**src/rtl/countdown_sequencer.sv**
```systemverilog
// Run-control FSM and BCD digit registers for the MM:SS countdown timer.
// Optional DONE_BLINK_EN macro: blink all digits while in DONE.
module countdown_sequencer #(
  parameter int CLK_HZ    = 100_000_000,
  parameter int TICK_HZ   = 1,
  parameter int BLINK_DIV = 50_000_000
) (
  input  logic       clock,
  input  logic       reset,
  input  logic       set_pulse,
  input  logic       start_pulse,
  input  logic [7:0] load_value,
  output logic [3:0] minutes,
  output logic [3:0] sec_tens,
  output logic [3:0] sec_ones,
  output logic       running,
  output logic       done,
  output logic [2:0] digit_blank
);

  localparam int TICK_DIV = CLK_HZ / TICK_HZ;
  localparam int PW       = (TICK_DIV > 1) ? $clog2(TICK_DIV) : 1;
  localparam logic [PW-1:0] TICK_LAST = PW'(TICK_DIV - 1);

  if (TICK_DIV < 2) begin : g_bad_tick_div
    $error("countdown_sequencer: CLK_HZ/TICK_HZ must be at least 2");
  end
  if (BLINK_DIV < 1) begin : g_bad_blink_div
    $error("countdown_sequencer: BLINK_DIV must be at least 1");
  end

  typedef enum logic [1:0] {
    IDLE  = 2'd0,
    RUN   = 2'd1,
    PAUSE = 2'd2,
    DONE  = 2'd3
  } state_e;

  state_e        state_q, state_d;
  logic [3:0]    min_q, min_d, tens_q, tens_d, ones_q, ones_d;
  logic [PW-1:0] presc_q, presc_d;

  logic       tick;
  logic [3:0] dec_min, dec_tens, dec_ones;
  logic       dec_zero, count_zero;
  logic [3:0] ld_min, ld_tens;

  assign tick       = (state_q == RUN) && (presc_q == TICK_LAST);
  assign count_zero = (min_q == 4'd0) && (tens_q == 4'd0) && (ones_q == 4'd0);
  assign ld_min     = (load_value[7:4] > 4'd9) ? 4'd9 : load_value[7:4];
  assign ld_tens    = (load_value[3:0] > 4'd5) ? 4'd5 : load_value[3:0];

  // BCD borrow chain; only evaluated in RUN, where the count is never 0:00.
  always_comb begin
    dec_min  = min_q;
    dec_tens = tens_q;
    dec_ones = ones_q - 4'd1;
    if (ones_q == 4'd0) begin
      dec_ones = 4'd9;
      if (tens_q == 4'd0) begin
        dec_tens = 4'd5;
        dec_min  = min_q - 4'd1;
      end else begin
        dec_tens = tens_q - 4'd1;
      end
    end
    dec_zero = (dec_min == 4'd0) && (dec_tens == 4'd0) && (dec_ones == 4'd0);
  end

  always_comb begin
    state_d = state_q;
    min_d   = min_q;
    tens_d  = tens_q;
    ones_d  = ones_q;
    presc_d = presc_q;
    if (set_pulse) begin
      state_d = IDLE;
      min_d   = ld_min;
      tens_d  = ld_tens;
      ones_d  = 4'd0;
      presc_d = '0;
    end else begin
      unique case (state_q)
        IDLE: begin
          presc_d = '0;
          if (start_pulse && !count_zero) state_d = RUN;
        end
        RUN: begin
          if (tick) begin
            min_d   = dec_min;
            tens_d  = dec_tens;
            ones_d  = dec_ones;
            presc_d = '0;
            if (dec_zero)         state_d = DONE;
            else if (start_pulse) state_d = PAUSE;
          end else if (start_pulse) begin
            // The pausing cycle does not count, so a resume continues
            // from exactly the phase the prescaler showed when paused.
            state_d = PAUSE;
          end else begin
            presc_d = presc_q + PW'(1);
          end
        end
        PAUSE: begin
          if (start_pulse) state_d = RUN;
        end
        DONE: begin
          presc_d = '0;
          if (start_pulse) state_d = IDLE;
        end
        default: state_d = IDLE;
      endcase
    end
  end

  always_ff @(posedge clock or posedge reset) begin
    if (reset) begin
      state_q <= IDLE;
      min_q   <= 4'd0;
      tens_q  <= 4'd0;
      ones_q  <= 4'd0;
      presc_q <= '0;
    end else begin
      state_q <= state_d;
      min_q   <= min_d;
      tens_q  <= tens_d;
      ones_q  <= ones_d;
      presc_q <= presc_d;
    end
  end

  assign minutes  = min_q;
  assign sec_tens = tens_q;
  assign sec_ones = ones_q;
  assign running  = (state_q == RUN);
  assign done     = (state_q == DONE);

`ifdef DONE_BLINK_EN
  localparam int BW = (BLINK_DIV > 1) ? $clog2(BLINK_DIV) : 1;
  localparam logic [BW-1:0] BLINK_LAST = BW'(BLINK_DIV - 1);

  logic [BW-1:0] bcnt_q, bcnt_d;
  logic [2:0]    blank_q, blank_d;

  always_comb begin
    bcnt_d  = bcnt_q + BW'(1);
    blank_d = blank_q;
    if (state_d != DONE || state_q != DONE) begin
      bcnt_d  = '0;
      blank_d = 3'b000;
    end else if (bcnt_q == BLINK_LAST) begin
      bcnt_d  = '0;
      blank_d = ~blank_q;
    end
  end

  always_ff @(posedge clock or posedge reset) begin
    if (reset) begin
      bcnt_q  <= '0;
      blank_q <= 3'b000;
    end else begin
      bcnt_q  <= bcnt_d;
      blank_q <= blank_d;
    end
  end

  assign digit_blank = blank_q;
`else
  assign digit_blank = 3'b000;
`endif

endmodule

```
**config.mk**
```make
export PLATFORM = sky130hd
export DESIGN_NAME = countdown_sequencer
export DESIGN_NICKNAME = d
export VERILOG_FILES = /design/src/rtl/countdown_sequencer.sv
export SDC_FILE = /design/constraint.sdc
export NUM_CORES = 1
export LEC_CHECK = 0
export BUFFER_PORTS_ARGS = -buffer_cell sky130_fd_sc_hd__buf_2
export CORE_MARGIN = 1
export CORE_UTILIZATION = 50
export CTS_CLUSTER_DIAMETER = 150
export DETAILED_ROUTE_END_ITERATION = 6
export PLACE_DENSITY = 0.7
export RECOVER_POWER = 100
export REMOVE_ABC_BUFFERS = 1
export SYNTH_ARGS = -nofsm -noshare
export SYNTH_HDL_FRONTEND = slang
export SYNTH_SLANG_ARGS = --single-unit
```
**constraint.sdc**
```tcl
create_clock -name clock -period 5.4 [get_ports clock]
set_input_delay 0.27 -clock clock [delete_from_list [all_inputs] [get_ports clock]]
set_output_delay 0.27 -clock clock [all_outputs]
set_load 0.03 [all_outputs]
```
# After elaboration in Yosys (flattened, before gate mapping)
# Cells that the tools add are included.
# Widths: inputs -> output; s select.
# op_classes
bitwise,0
magnitude_cmp,2
n_mux,28
add_sub_neg,4
eq_ne,8
div,0
shifts,0
mul,0
reduce_logical,21
# ops
cell,n
$mux 27,3
$mux 4,16
$pmux 27 s2,1
$add 27x1->27 const B,1
$eq 27x27->1 const B,1
$logic_not 4->1,6
$mux 2,7
$sub 4x1->4 const B,3
$ne 3x3->1 const B,3
$pmux 2 s4,1
$logic_and 1x1->1,6
$eq 2x2->1 const B,2
$gt 4x3->1 const B,1
$gt 4x4->1 const B,1
$ne 4x3->1 const B,1
$reduce_and 2->1,2
$reduce_bool 2->1,2
$reduce_and 3->1,1
$reduce_bool 3->1,1
$eq 2x1->1 const B,1
$logic_not 2->1,1
$reduce_or 2->1,1
$logic_not 1->1,1
# totals
ramBits,0
out_inout_bits,17
latch_bits,0
mem_count,0
inputBits,12
mem_bits_ro,0
wordCells,68
regBits,41

# Longest topological paths before layout
# depth
word_depth,10
depth_mapped,9
depth_no_buf,7

# Least setup slack after synthesis
# OpenSTA, ideal clock, no wires.
# synth_timing
path_kind,register to register
startpoint,register state_q[1]
endpoint,register presc_q[15]
n_path_buf,1
setup_ns,0.067
stages_incl_launch_ff,9
period_less_slack_ns,2.410
arrival_ns,2.344
t_required_ns,5.333
path_slack_ns,2.990
cell_sequence,dfrtp_1 -> inv_1 -> ha_1 -> mux2i_1 -> or2_1 -> clkbuf_1 -> a31oi_1 -> or4b_2 -> nand2_1
# synth_via
elab_chain_len,5
elab_cells_between_ends,11
cone_classes,eq/ne: 3; mux: 3; reduce/logical: 5
# synth_rtl
item,line,source
from (decl),39,"state_e state_q, state_d;"
from (signal assigned),124,state_q <= state_d;
$eq 2x1->1 *,--,
via running,16,"output logic running,"
$logic_and 1x1->1,48,assign tick = (state_q == RUN) && (presc_q == TICK_LAST);
$mux 27,89,if (tick) begin
$pmux 27 s2,83,unique case (state_q)
$mux 27,76,if (set_pulse) begin
to (signal assigned),128,presc_q <= presc_d;
to (decl),41,"logic [PW-1:0] presc_q, presc_d;"
# The timed path passes the listed nets; every way through them passes the cells marked *.
# A chain may end at the register's enable or synchronous reset.

# Worst setup path after layout
# layout_timing
startpoint,register presc_q[0]
endpoint,register presc_q[0]
# layout_via
elab_chain_len,5
elab_cells_between_ends,9
cone_classes,add/sub: 1; eq/ne: 2; mux: 4; reduce/logical: 2
# layout_rtl
item,line
$add 27x1->27 or $eq 27x27->1 (tied branches),"101, 48"
$mux 27 or $logic_and 1x1->1 (tied branches),"96, 48"
$mux 27,89
$pmux 27 s2,83
$mux 27,76
# Several ways; a longest one is shown, not always the timed one. The select of a mux whose other input is x is not followed.

==> reports/metrics.yaml <==
status:
  outcome: "complete, but fails checks"
  violations: "max-capacitance violations, max-slew violations"
cells_and_area:
  num-nets-final: 322
  area_growth_pct: 7.826
  diodes: 0
  drive_gt1_share_pct: 7.261
  instances_no_fill: 370
  finalInstanceArea_um2: 2724
power_and_ir_drop:
  switchingPower_w: 0.0002701
  combPwrFrac_pct: 28.2
  power.density_nw_per_um2: 276.0
  p_int_w: 0.0004817
  seqPwrFrac_pct: 44.9
  p_leak_nw: 1.142
  p_clk_share_pct: 26.9
  peakVddDrop_mv: 0.1846
  switching_share_pct: 35.93
  fin_total_pwr_w: 0.0007518
worst_setup_path:
  crit_type: "flop to flop"
  critPathCaptureType: "flop"
  cp-start-kind: "flop"
  cp.required_ns: 5.49
  cp.arrival_ns: 3.52
  worst-path-max-fanout: 18
logic_synthesis:
  synthXorXnorAreaFrac_pct: 5.894
  synth_top_family_by_area: "simple AND/OR/NAND/NOR gates"
  synth_area_um2: 2526
  synth-seq-cells: 41
  synth-compound-area-share_pct: 15.06
  synth_fa_ha_area_share_pct: 3.467
  syn_inst: 281
  synth_area_per_cell_um2: 8.990
  async_flop_share_pct: 100.0
  yosys.area_share.simple_pct: 29.07
  synthMuxAreaShare_pct: 1.585
  yosysSeqAreaShare_pct: 40.61
  yosysUniqueCellTypes: 52
  ys_warn_count: 0
  synth_top_flop_cell: "dfrtp_1"
  synth-edff-count: 0
clock_tree:
  clock_path_buffers: 2
  ctsResizeCount: 0
  cts_buffers: 5
  hold_buffers: 0
  clock_latency_ns: 0.29
  clk_pin_slew_ns: 0.07
  tritoncts: "done"
  root_buffer: "clkbuf_8"
  post_cts_buffers: 0
  tritoncts_num_sinks: 41
  htree_levels: 2
die:
  core-area_um2: 4786
  die_x_um: 73.08
  die_height_um: 73.08
  row_count: 25
  dieArea_um2: 5341
  start_util_pct: 52.78
  io_pins: 29
route:
  drc_errors: 0
  drt-wirelength-per-cell_um: 14.89
  drt_iter0_drc: 142
  vias: 2156
  drt-pass1-iter-count: 4
  finalWirelength_um: 5510
  via_per_inst: 5.827
  final_antenna_net_count: 0
global_route:
  grt.total_usage_pct: 23.73
  overflow: 0
  grt_pass1_wl_um: 9784
  grt_max_degree: 42
  grt_pass1_vias: 2044
  antenna_found_initial: 0
placement:
  dp_hpwl_um: 3887
  dp_cells: 363
  io_buffers: 25
  placed_cell_area_um2: 2679
  place_congestion: 0.8256
hold_path:
  hold_path_class: "input port to flop"
sta:
  fin_crit_sh_pct: 63.57
  grt_setup_unrepaired: "no"
  finalSetupViolations: 0
  layout_min_cycle_time_ns: 3.433
  fin_hold_ws_ns: 0.2017
  max_slew.worst_pin.slew_ns: 2.210
  hold_violations: 0
  clock.fmax_ghz: 0.2913
  skew_ns: 0.006510
  setup-tns-final_ns: 0
  slew_violations: 72
  max_slew_margin_pct: -47.32
flow_run:
  drv_cap: 3
worst paths after layout:
kind                                               from                 endpoint  slack (ns)  depth (start not counted)
max in group asynchronous                         reset  sec_ones[3]$_DFFE_PP0P_        3.37                          3
worst max register to register   presc_q[0]$_DFFE_PP0P_   presc_q[0]$_DFFE_PP0P_        1.97                          6
worst max-delay path             presc_q[0]$_DFFE_PP0P_   presc_q[0]$_DFFE_PP0P_        1.97                          6
worst min register to register  presc_q[16]$_DFFE_PP0P_  presc_q[16]$_DFFE_PP0P_        0.55                          2
worst min-delay path                      load_value[7]   minutes[1]$_DFFE_PP0P_        0.20                          2
min in group asynchronous                         reset   minutes[0]$_DFFE_PP0P_        0.78                          3
kinds of logic (layout without fill, tap and decap cells):
logic type | after synthesis | count (layout)
simple gates | 129 | 129
compound gates | 60 | 60
flops | 41 | 41
buf+inv | 22 | 42
xor+xnor | 17 | 17
fa+ha+maj | 7 | 7
mux | 4 | 4
other cells | 1 | 3
cells in the mapped netlist, drive strengths merged (2+ instances only):
cell,n,area [um^2]
xnor2,3,26.28
o21a,7,52.55
o21ai,17,88.84
nor4,7,58.81
nor2,26,97.59
o211ai,3,22.52
mux2i,4,40.04
inv,9,33.78
ha,7,87.58
a31oi,3,18.77
nand2b,2,12.51
nand3,11,55.05
nand4b,4,35.03
a21oi,16,80.08
nand2,25,96.35
o31ai,3,22.52
nor3,6,30.03
or3,8,50.05
xor2,14,122.6
nand4,14,102.6
and3,9,57.56
and2,3,18.77
or4,3,22.52
o2bb2ai,2,17.52
and4,5,46.30
clkbuf,6,22.52
dfrtp,41,1026
buf,7,48.79
through the flow:
step	util, %	worst slack (ns)
floorplan	-	2.857
detailed placement	55.97	2.764
finish	56.92	1.967
global route	56.92	1.608
global placement	55.97	2.829
CTS	57.78	2.743
per-layer routing:
metal | wire, um | global-route usage (%)
met1 | 2741 | 33.48
met2 | 2530 | 37.04
met3 | 165 | 4.558
met4 | 72 | 6.754
met5 | 0 | 0
cells in the final DEF, fill, tap and decap left out, types with 3 or more instances in the layout:
cell and count:
xor2_1 14, and4_1 4, or4_1 3, o31ai_1 3, o21ai_0 17, a31oi_1 3, and3_1 8, ha_1 7
mux2i_1 4, nand3_1 11, o211ai_1 3, clkbuf_1 16, conb_1 3, clkbuf_8 6, nor4_1 7, nand4b_1 4
or3_1 8, a21oi_1 16, o21a_1 7, nand4_1 13, inv_1 9, nor3_1 6, nor2_1 26, dfrtp_1 41
xnor2_1 3, nand2_1 24, buf_2 11, and2_1 3
sequential cells by signal (all words and copies together) (netlist names):
| signal | cells |
|---|---|
| minutes | 4 |
| state_q | 2 |
| sec_ones | 4 |
| presc_q | 27 |
| sec_tens | 4 |
power by group through the flow:
stage	sequential (W)	clock (W)	combinational, W
CTS	0.000337	0.000208	0.000218
global placement	0.000343	0	0.000214
detailed placement	0.000343	0	0.000216
finish	0.000338	0.000202	0.000212
floorplan	0.000348	0	0.000148
global route	0.000341	0.000220	0.000238
critical path, cell delays in order (launching register included):
cell and delay (ns):
dfrtp_1 0.41, ha_1 0.22, nand3_1 0.12, nor4_1 1.34
nand2_2 0.19, o21ai_0 0.80, nor2_1 0.15
layout make-up:
cell class,count,area (um^2)
Tap cell,67,83.83
Fill cell,475,2062
Sequential cell,41,1026
Multi-Input combinational cell,220,1383
Timing Repair Buffer,26,111.4
Inverter,9,33.78
Clock buffer,7,86.33
Note: power is estimated with default switching activity, not from simulation.
